==> config.mk <==
export PLATFORM = sky130hd
export DESIGN_NAME = seg7_scan_reader
export DESIGN_NICKNAME = d
export VERILOG_FILES = /design/src/rtl/seg7_pkg.sv /design/src/rtl/seg7_decode.sv /design/src/rtl/seg7_scan_reader.sv
export SDC_FILE = /design/constraint.sdc
export NUM_CORES = 1
export LEC_CHECK = 0
export CORE_ASPECT_RATIO = 0.6
export CORE_MARGIN = 10
export CORE_UTILIZATION = 35
export CTS_CLUSTER_SIZE = 8
export DETAILED_ROUTE_END_ITERATION = 10
export SETUP_SLACK_MARGIN = 0.1
export SYNTH_ARGS = -nofsm -noshare
export SYNTH_HDL_FRONTEND = slang
export SYNTH_SLANG_ARGS = --single-unit
==> constraint.sdc <==
create_clock -name clk -period 3.4 [get_ports clk]
set_clock_uncertainty 0.1 [all_clocks]
set_input_delay 0.34 -clock clk [delete_from_list [all_inputs] [get_ports clk]]
set_output_delay 0.34 -clock clk [all_outputs]
set_load 0.05 [all_outputs]
==> src/rtl/seg7_pkg.sv <==
// Shared definitions for the seven-segment scan readback path:
// segment patterns ({g,f,e,d,c,b,a}, a = bit 0), the blank code and the frame FSM states.
package seg7_pkg;

    localparam logic [6:0] SEG_0     = 7'h3F;
    localparam logic [6:0] SEG_1     = 7'h06;
    localparam logic [6:0] SEG_2     = 7'h5B;
    localparam logic [6:0] SEG_3     = 7'h4F;
    localparam logic [6:0] SEG_4     = 7'h66;
    localparam logic [6:0] SEG_5     = 7'h6D;
    localparam logic [6:0] SEG_6     = 7'h7D;
    localparam logic [6:0] SEG_7     = 7'h07;
    localparam logic [6:0] SEG_8     = 7'h7F;
    localparam logic [6:0] SEG_9     = 7'h6F;
    localparam logic [6:0] SEG_BLANK = 7'h00;

    localparam logic [3:0] BLANK_CODE = 4'hF;

    typedef enum logic [1:0] {
        SYNC,
        COLLECT,
        CHECK
    } scan_state_e;

endpackage

==> src/rtl/seg7_decode.sv <==
// Combinational seven-segment pattern to BCD decoder; a blank pattern is a legal
// leading-zero-suppressed digit and decodes to BLANK_CODE.
module seg7_decode
    import seg7_pkg::*;
(
    input  logic [6:0] pattern_i,
    output logic       valid_o,
    output logic [3:0] bcd_o
);

    always_comb begin
        // NOTE: every output gets a default before the case so no latch is inferred.
        valid_o = 1'b1;
        bcd_o   = BLANK_CODE;
        unique case (pattern_i)
            SEG_0:     bcd_o = 4'd0;
            SEG_1:     bcd_o = 4'd1;
            SEG_2:     bcd_o = 4'd2;
            SEG_3:     bcd_o = 4'd3;
            SEG_4:     bcd_o = 4'd4;
            SEG_5:     bcd_o = 4'd5;
            SEG_6:     bcd_o = 4'd6;
            SEG_7:     bcd_o = 4'd7;
            SEG_8:     bcd_o = 4'd8;
            SEG_9:     bcd_o = 4'd9;
            SEG_BLANK: bcd_o = BLANK_CODE;
            default:   valid_o = 1'b0;
        endcase
    end

endmodule

==> src/rtl/seg7_scan_reader.sv <==
// Recovers BCD digits from a multiplexed seven-segment bus, publishing only stable frames.
// Optional macro SEG7_SCAN_READER_ERRCNT_EN adds a saturating err_count output.
module seg7_scan_reader
    import seg7_pkg::*;
#(
    parameter int NUM_DIGITS    = 6,
    parameter int STABLE_FRAMES = 2
) (
    input  logic                    clk,
    input  logic                    reset,
    input  logic [NUM_DIGITS-1:0]   an,
    input  logic [6:0]              seg,
    output logic [4*NUM_DIGITS-1:0] digits,
    output logic                    frame_valid,
    output logic                    frame_err,
    output logic                    sync_lost
`ifdef SEG7_SCAN_READER_ERRCNT_EN
    ,
    output logic [7:0]              err_count
`endif
);

    localparam int IW = (NUM_DIGITS > 1) ? $clog2(NUM_DIGITS) : 1;
    localparam int DW = 4 * NUM_DIGITS;
    localparam logic [DW-1:0] ALL_BLANK = {NUM_DIGITS{BLANK_CODE}};
    localparam logic [IW-1:0] LAST_IDX  = IW'(NUM_DIGITS - 1);
    localparam logic [3:0]    MATCH_MAX = 4'(STABLE_FRAMES);

    logic [NUM_DIGITS-1:0] an_q;
    logic [6:0]            seg_q;
    scan_state_e           state_q, state_d;
    logic [IW-1:0]         idx_q, idx_d;
    logic [DW-1:0]         cur_q, cur_d;
    logic [DW-1:0]         prev_q, prev_d;
    logic [DW-1:0]         digits_q, digits_d;
    logic                  bad_q, bad_d;
    logic [3:0]            match_q, match_d;
    logic                  frame_valid_q, frame_valid_d;
    logic                  frame_err_q, frame_err_d;
    logic                  sync_lost_q, sync_lost_d;

    logic          dec_valid;
    logic [3:0]    dec_bcd;
    logic          commit;
    logic          multi_hot;
    logic [IW-1:0] cidx;
    logic          start_frame;

    seg7_decode u_decode (
        .pattern_i (seg_q),
        .valid_o   (dec_valid),
        .bcd_o     (dec_bcd)
    );

    // A visit ends when an moves away from a one-hot value; seg_q is its last-cycle pattern.
    assign commit    = (an != an_q) && $onehot(an_q);
    assign multi_hot = !$onehot0(an_q);

    always_comb begin
        cidx = '0;
        for (int i = 0; i < NUM_DIGITS; i++) begin
            if (an_q[i]) cidx = IW'(i);
        end
    end

    always_comb begin
        state_d       = state_q;
        idx_d         = idx_q;
        cur_d         = cur_q;
        prev_d        = prev_q;
        digits_d      = digits_q;
        bad_d         = bad_q;
        match_d       = match_q;
        frame_valid_d = 1'b0;
        frame_err_d   = 1'b0;
        sync_lost_d   = 1'b0;
        start_frame   = 1'b0;

        unique case (state_q)
            SYNC: begin
                if (commit && cidx == '0) start_frame = 1'b1;
            end
            COLLECT: begin
                if (commit) begin
                    if (cidx == idx_q) begin
                        cur_d[4*idx_q +: 4] = dec_bcd;
                        bad_d               = bad_q | !dec_valid;
                        if (idx_q == LAST_IDX) state_d = CHECK;
                        else                   idx_d   = idx_q + IW'(1);
                    end else begin
                        sync_lost_d = 1'b1;
                        state_d     = SYNC;
                        if (cidx == '0) start_frame = 1'b1;
                    end
                end
            end
            CHECK: begin
                state_d = SYNC;
                if (bad_q) begin
                    frame_err_d = 1'b1;
                    match_d     = 4'd0;
                end else if (cur_q == prev_q) begin
                    if (match_q < MATCH_MAX) match_d = match_q + 4'd1;
                end else begin
                    match_d = 4'd1;
                end
                prev_d = cur_q;
                if (!bad_q && match_d >= MATCH_MAX) begin
                    digits_d      = cur_q;
                    frame_valid_d = 1'b1;
                end
                if (commit && cidx == '0) start_frame = 1'b1;
            end
            default: state_d = SYNC;
        endcase

        // A digit-0 commit opens a new frame; the frame being checked was already captured above.
        if (start_frame) begin
            cur_d[3:0] = dec_bcd;
            bad_d      = !dec_valid;
            idx_d      = IW'(1);
            state_d    = COLLECT;
        end

        if (multi_hot) begin
            sync_lost_d = 1'b1;
            state_d     = SYNC;
        end
    end

    // NOTE: frame buffers are reset because the first frame is compared against prev_q.
    always_ff @(posedge clk or posedge reset) begin
        if (reset) begin
            an_q          <= '0;
            seg_q         <= '0;
            state_q       <= SYNC;
            idx_q         <= '0;
            cur_q         <= ALL_BLANK;
            prev_q        <= ALL_BLANK;
            digits_q      <= ALL_BLANK;
            bad_q         <= 1'b0;
            match_q       <= 4'd0;
            frame_valid_q <= 1'b0;
            frame_err_q   <= 1'b0;
            sync_lost_q   <= 1'b0;
        end else begin
            an_q          <= an;
            seg_q         <= seg;
            state_q       <= state_d;
            idx_q         <= idx_d;
            cur_q         <= cur_d;
            prev_q        <= prev_d;
            digits_q      <= digits_d;
            bad_q         <= bad_d;
            match_q       <= match_d;
            frame_valid_q <= frame_valid_d;
            frame_err_q   <= frame_err_d;
            sync_lost_q   <= sync_lost_d;
        end
    end

    assign digits      = digits_q;
    assign frame_valid = frame_valid_q;
    assign frame_err   = frame_err_q;
    assign sync_lost   = sync_lost_q;

`ifdef SEG7_SCAN_READER_ERRCNT_EN
    logic [7:0] err_count_q;
    logic [8:0] err_sum;

    // Both pulses in one cycle add two; the count sticks at 255.
    assign err_sum = {1'b0, err_count_q} + 9'(frame_err_q) + 9'(sync_lost_q);

    always_ff @(posedge clk or posedge reset) begin
        if (reset) err_count_q <= 8'd0;
        else       err_count_q <= (err_sum > 9'd255) ? 8'hFF : err_sum[7:0];
    end

    assign err_count = err_count_q;
`endif

endmodule

* After elaboration in Yosys (flattened, before gate mapping)
Index checks and enable logic that the tools add are counted.
W data, S select, Z words.
** Operators by class
- Add/subtract/negate cells :: 8
- Magnitude comparators :: 3
- Equality and inequality tests :: 21
- Shift-type cells :: 2
- Muxes and demuxes :: 44
- Bitwise logic cells :: 1
- Reductions and logical operators :: 18
** Operators by type and width (number)
- $eq A7 B7 Y1 const B :: 7
- $pmux W4 S10 :: 1
- $neg A5 Y34 :: 1
- $shift A4 B34 Y24 const A :: 1
- $shiftx A4 B34 Y24 :: 1
- $mux W4 :: 8
- $mux W3 :: 9
- $bwmux W24 :: 1
- $eq A24 B24 Y1 :: 1
- $mux W1 :: 18
- $eq A7 B3 Y1 const B :: 2
- $reduce_or A11 Y1 :: 1
- $mux W2 :: 5
- $reduce_and A3 Y1 :: 3
- $eq A7 B6 Y1 const B :: 1
- $logic_not A7 Y1 :: 1
- $add A1 B1 Y2 :: 3
- $ne A6 B6 Y1 :: 1
- $reduce_bool A2 Y1 :: 3
- $ne A5 B5 Y1 const B :: 1
- $add A4 B1 Y4 const B :: 1
- $ge A4 B2 Y1 const B :: 1
- $lt A4 B2 Y1 const B :: 1
- $ne A4 B4 Y1 const B :: 1
- other kinds (21) :: 24
** Word-level totals
- Register bits :: 98
- Output and inout port bits :: 27
- Word-level logic and storage cells :: 110

* Longest topological paths before layout
- Depth in word-level cells :: 12
- Depth in mapped cells :: 12
- Mapped depth without buffers :: 11

* Modules after synthesis
Synthesis repeated with hierarchy kept, for this count alone.
** Second synthesis, totals
- Cells, all modules :: 447
- Area total of the unflattened synthesis :: 4892.2 um^2
** Modules (own cells, without submodules)
- seg7_scan_reader :: times used 1, cells each 419, area an instance 4708.3 um^2, sequential area each 2542.4 um^2
- seg7_decode :: times used 1, cells each 28, area an instance 183.9 um^2, sequential area each 0.0 um^2

* Least setup slack after synthesis
No wires, ideal clock.
- Kind :: reg2reg
- Start point :: register an_q[1]
- End point :: register cur_q[20]
- Setup time :: 0.082 ns
- Arrival :: 3.584 ns
- Setup slack :: -0.366 ns
- Stages on the path, launching flop included :: 12
- Period minus slack after synthesis :: 3.766 ns
- Cells stage by stage :: dfrtp_1 buf_4 inv_1 fa_1 fa_1 inv_1 ha_1 fa_1 or3_1 a31o_2 nor4_4 mux2_2
** Between the ends
- Cells in the longest elaborated chain, start to end :: 7
** Ends and longest elaborated chain
- start: declaration :: line seg7_scan_reader.sv:29 : logic [NUM_DIGITS-1:0] an_q;
- start signal: assignment :: line seg7_scan_reader.sv:147 : an_q <= an;
- parallel branches: the longest is 6 deep, another holds $add A2 B2 Y3
- $reduce_and A3 Y1 (no source line) *
- end signal: assignment :: line seg7_scan_reader.sv:151 : cur_q <= cur_d;
- end: declaration :: line seg7_scan_reader.sv:33 : logic [DW-1:0] cur_q, cur_d;
Mark *: on every way between the ends.
A chain may end at the register's enable or synchronous reset.

* Worst setup path in the final report
- Start point :: register an_q[0]
- End point :: register cur_q[23]
** Between the ends
- Cells in the longest elaborated chain, start to end :: 6
** Ends and longest elaborated chain
- $add A1 B1 Y2 (implied by the code) :: line seg7_scan_reader.sv:56 : assign commit = (an != an_q) && $onehot(an_q);
- $add A2 B2 Y3 (implied by the code) :: line seg7_scan_reader.sv:56
- $add A3 B2 Y3 (implied by the code) :: line seg7_scan_reader.sv:56
- $eq A3 B1 Y1 :: line seg7_scan_reader.sv:56
- $logic_and A1 B1 Y1 * :: line seg7_scan_reader.sv:56
- $reduce_and A3 Y1 (no source line) *
Mark *: on every way between the ends. The rest lies on a longest branch, timed or not.

==> results by group <==
Clock tree
  – Clock Sinks: 98
  – Clock Path Buffers: 2
  – Clk slew on worst S/H paths: 70 ps
  – CTS tree: yes
  – CTS buffer count: 9
  – CTS Hold Bufs: 0
  – Clk_lat worst skew: 350 ps
  – CTS H-Tree Depth: 3
  – CTS root buf: clkbuf_16

Synthesis
  – Post-Synth Simple-Gate Area: 0.113
  – Number of synthesized flops with an enable pin: 0
  – Yosys reg bits: 98
  – Main flop type after synthesis: dfstp_2
  – Sequential element share of the synthesized area: 0.532
  – Largest family of logic cells by synthesized area: multiplexers
  – Compound-Gate Fraction of Synth Area: 0.0801
  – Synth cell types: 64
  – Post-Synth Adder-Cell Area: 0.0283
  – Ys async rst share: 1.00
  – Synth Area in XOR/XNOR: 0.0586
  – Mux cell area share after synthesis: 0.167
  – Cells after Synth: 367
  – Synthesis Warnings: 0
  – Mapped Avg Cell Area: 13.0 um2
  – Synthesized area: 4780 um2
  – Syn nets: 391

Place
  – Port bufs: 41
  – Final GP Congestion: 0.895
  – Detailed placement HPWL: 7940 um
  – Placed Area: 5580 um2
  – Post-place setup slack: -253 ps

Critical path
  – Slowest-stage cell, CP: fa_1
  – Crit Path Max Fanout: 6
  – Critical path arrival: 3750 ps
  – Top delay family on crit path: adder cells
  – Critical path class: register to register
  – CP Capture Type: register
  – Req. time, crit path: 3570 ps
  – Crit path largest cell delay: 500 ps
  – WP buf/inv: 3
  – Crit-path cells: inv_2 -> fa_1 -> fa_1 -> inv_2 -> ha_4 -> fa_2 -> or3_4 -> a31o_4 -> nor4_4 -> buf_4 -> mux2_4
  – CP startpoint kind: register

Detailed routing
  – Initial DRC Count: 227
  – Final WL: 10900 um
  – Remaining antenna violation count after routing: 0
  – WL per Instance: 17.8 um
  – DRC Markers: 0
  – Via/cell ratio: 5.05
  – First drt pass iteration count: 4
  – Via count: 3079

Global routing
  – Initial antenna violation count: 0
  – First-pass GRT wire length: 18000 um
  – Vias in the first global route: 3322
  – Grt total ovfl: 0
  – GRT Total Usage: 0.119
  – Largest net degree at the start of global routing: 54

Timing
  – Fmax: 279 MHz
  – RSZ-0062 raised after global routing: yes
  – Tcrit/Tclk final: 1.05
  – WHS: 330 ps
  – Max_slew headroom: 0.436
  – Fin crit period: 3580 ps
  – Final setup fails: 23
  – Post-route worst setup slack: -178 ps
  – Slew Limit Fails: 0
  – Final Hold Fails: 0
  – Worst-Margin Slew: 846 ps

Layout
  – Nets: 459
  – Layout area overhead: 26.7%
  – Commonest non-fill, non-tap cells in the layout: 72 x dfstp_2, 54 x mux2_2, 41 x clkdlybuf4s50_1, 30 x xnor2_1, 26 x dfrtp_1
  – Layout cells sized above 1: 0.493
  – Antenna Cells: 0
  – Commonest non-fill, non-tap cell in the layout: dfstp_2
  – Design area: 6060 um2

Power
  – Max IR drop VDD: 0.280 mV
  – Register share of total power: 0.458
  – Combinational fraction of design power: 0.158
  – Lkg Pwr: 2.40 nW
  – Net switching power: 0.762 mW
  – Sw Share: 0.270
  – Internal Power: 2.06 mW
  – PD cells: 466 nW/um2
  – Clock share of power: 0.384

Die
  – Row cnt: 32
  – Die H: 111 um
  – CORE AREA: 13100 um2
  – Top Ports: 42
  – Die Area: 18900 um2
  – Initial Util: 0.365
  – DIE WIDTH: 171 um

Status
  – Outcome: finished, violations left
  – Violated checks: setup timing

Min path
  – Min-delay worst type: input pin to register

Flow run
  – Max-cap violation count: 0
area by class of cell:
class / instances / area [um2]
timing repair buffer: 66 / 633
multi-input combinational: 243 / 2280
tap: 170 / 213
clock inverter: 4 / 52.6
inverter: 17 / 65.1
clock buffer: 12 / 268
sequential: 98 / 2540
fill: 1147 / 7040
synthesized netlist by cell type (2+ instances only):
master     n  area (um2)
nor2_1    12        45.0
nor3_1     6        30.0
xor2_1     2        17.5
xnor2_1   30         263
and2_1     3        18.8
a31oi_1    7        43.8
nand2_1    7        26.3
a21o_2     2        17.5
nor4_1     4        25.0
dfrtp_1   26         651
nand2b_1   4        25.0
nor3_2     2        20.0
clkbuf_1   7        26.3
a21oi_1    5        25.0
nand4_1   11        68.8
o21ai_0    3        15.0
and4_1     2        17.5
dfstp_2   72        1890
nor2b_1    3        18.8
o211ai_1   2        15.0
ha_1       6        75.1
o31ai_1    2        15.0
fa_1       3        60.1
o31a_1     3        26.3
nand3_1    9        45.0
nor3b_1    2        15.0
o21a_1     3        22.5
or3_1      2        12.5
inv_1     17        63.8
nor4_4     2        42.5
a31o_2     3        26.3
nor4b_1    2        17.5
nand3b_1   3        22.5
mux2_2    69         777
a21o_1     2        15.0
cell families (layout without fill, tap and decap cells):
| logic type | count (synthesis) | after routing |
|---|---|---|
| buffers and inverters | 26 | 99 |
| muxes | 71 | 71 |
| xor gates and xnor gates | 32 | 32 |
| and+or+nand+nor | 84 | 84 |
| AOI/OAI and AO/OA | 47 | 47 |
| DFF | 98 | 98 |
| adders and majority gates | 9 | 9 |
through the flow:
step	setup TNS [ps]	cells	total power [mW]	util
3_3_place_gp	-2640	590	1.70	0.426
4_1_cts	-4310	608	2.82	0.456
6_report	-2760	610	2.82	0.463
2_1_floorplan	-3370	367	1.57	-
5_1_grt	-4750	610	2.96	0.463
3_5_place_dp	-3710	590	1.71	0.426
power by group through the flow:
stage	Sequential (mW)	Clock, mW	Combinational, mW
finish	1.29	1.08	0.446
CTS	1.29	1.12	0.411
floorplan	1.30	0	0.267
detailed placement	1.31	0	0.397
global placement	1.31	0	0.393
global route	1.30	1.17	0.487
repair_timing:
action,CTS,global route
setup buffers,2,2
pin swaps,11,10
hold endpoints to repair,0,0
endpoints found under the setup margin,26,30
gates resized for setup,12,19
routing by layer:
layer / vias up / global-route usage / wire length (um)
li1: 1472 / - / -
met1: 1529 / 0.178 / 5770
met2: 69 / 0.155 / 4330
met3: 9 / 0.0401 / 643
met4: 0 / 0.0321 / 114
met5: - / 0 / 0
sequential cells by signal, summed over array words and instances (netlist names), 2 cells and up:
name and cells:
an_q 6, seg_q 7, idx_q 3, cur_q 24, prev_q 24, digits 24
match_q 4, state_q 2
worst paths after layout:
check | from | endpoint | slack [ps] | cells after the start
max | an_q[0] | cur_q[23] | -180 | 11
min | seg[1] | seg_q[1] | 330 | 1
max reg2reg | an_q[0] | cur_q[23] | -180 | 11
min reg2reg | match_q[0] | match_q[0] | 450 | 1
max in group asynchronous | reset | cur_q[19] | 2040 | 3
min in group asynchronous | reset | match_q[3] | 360 | 2
Note: power is estimated with default switching activity, not from simulation.
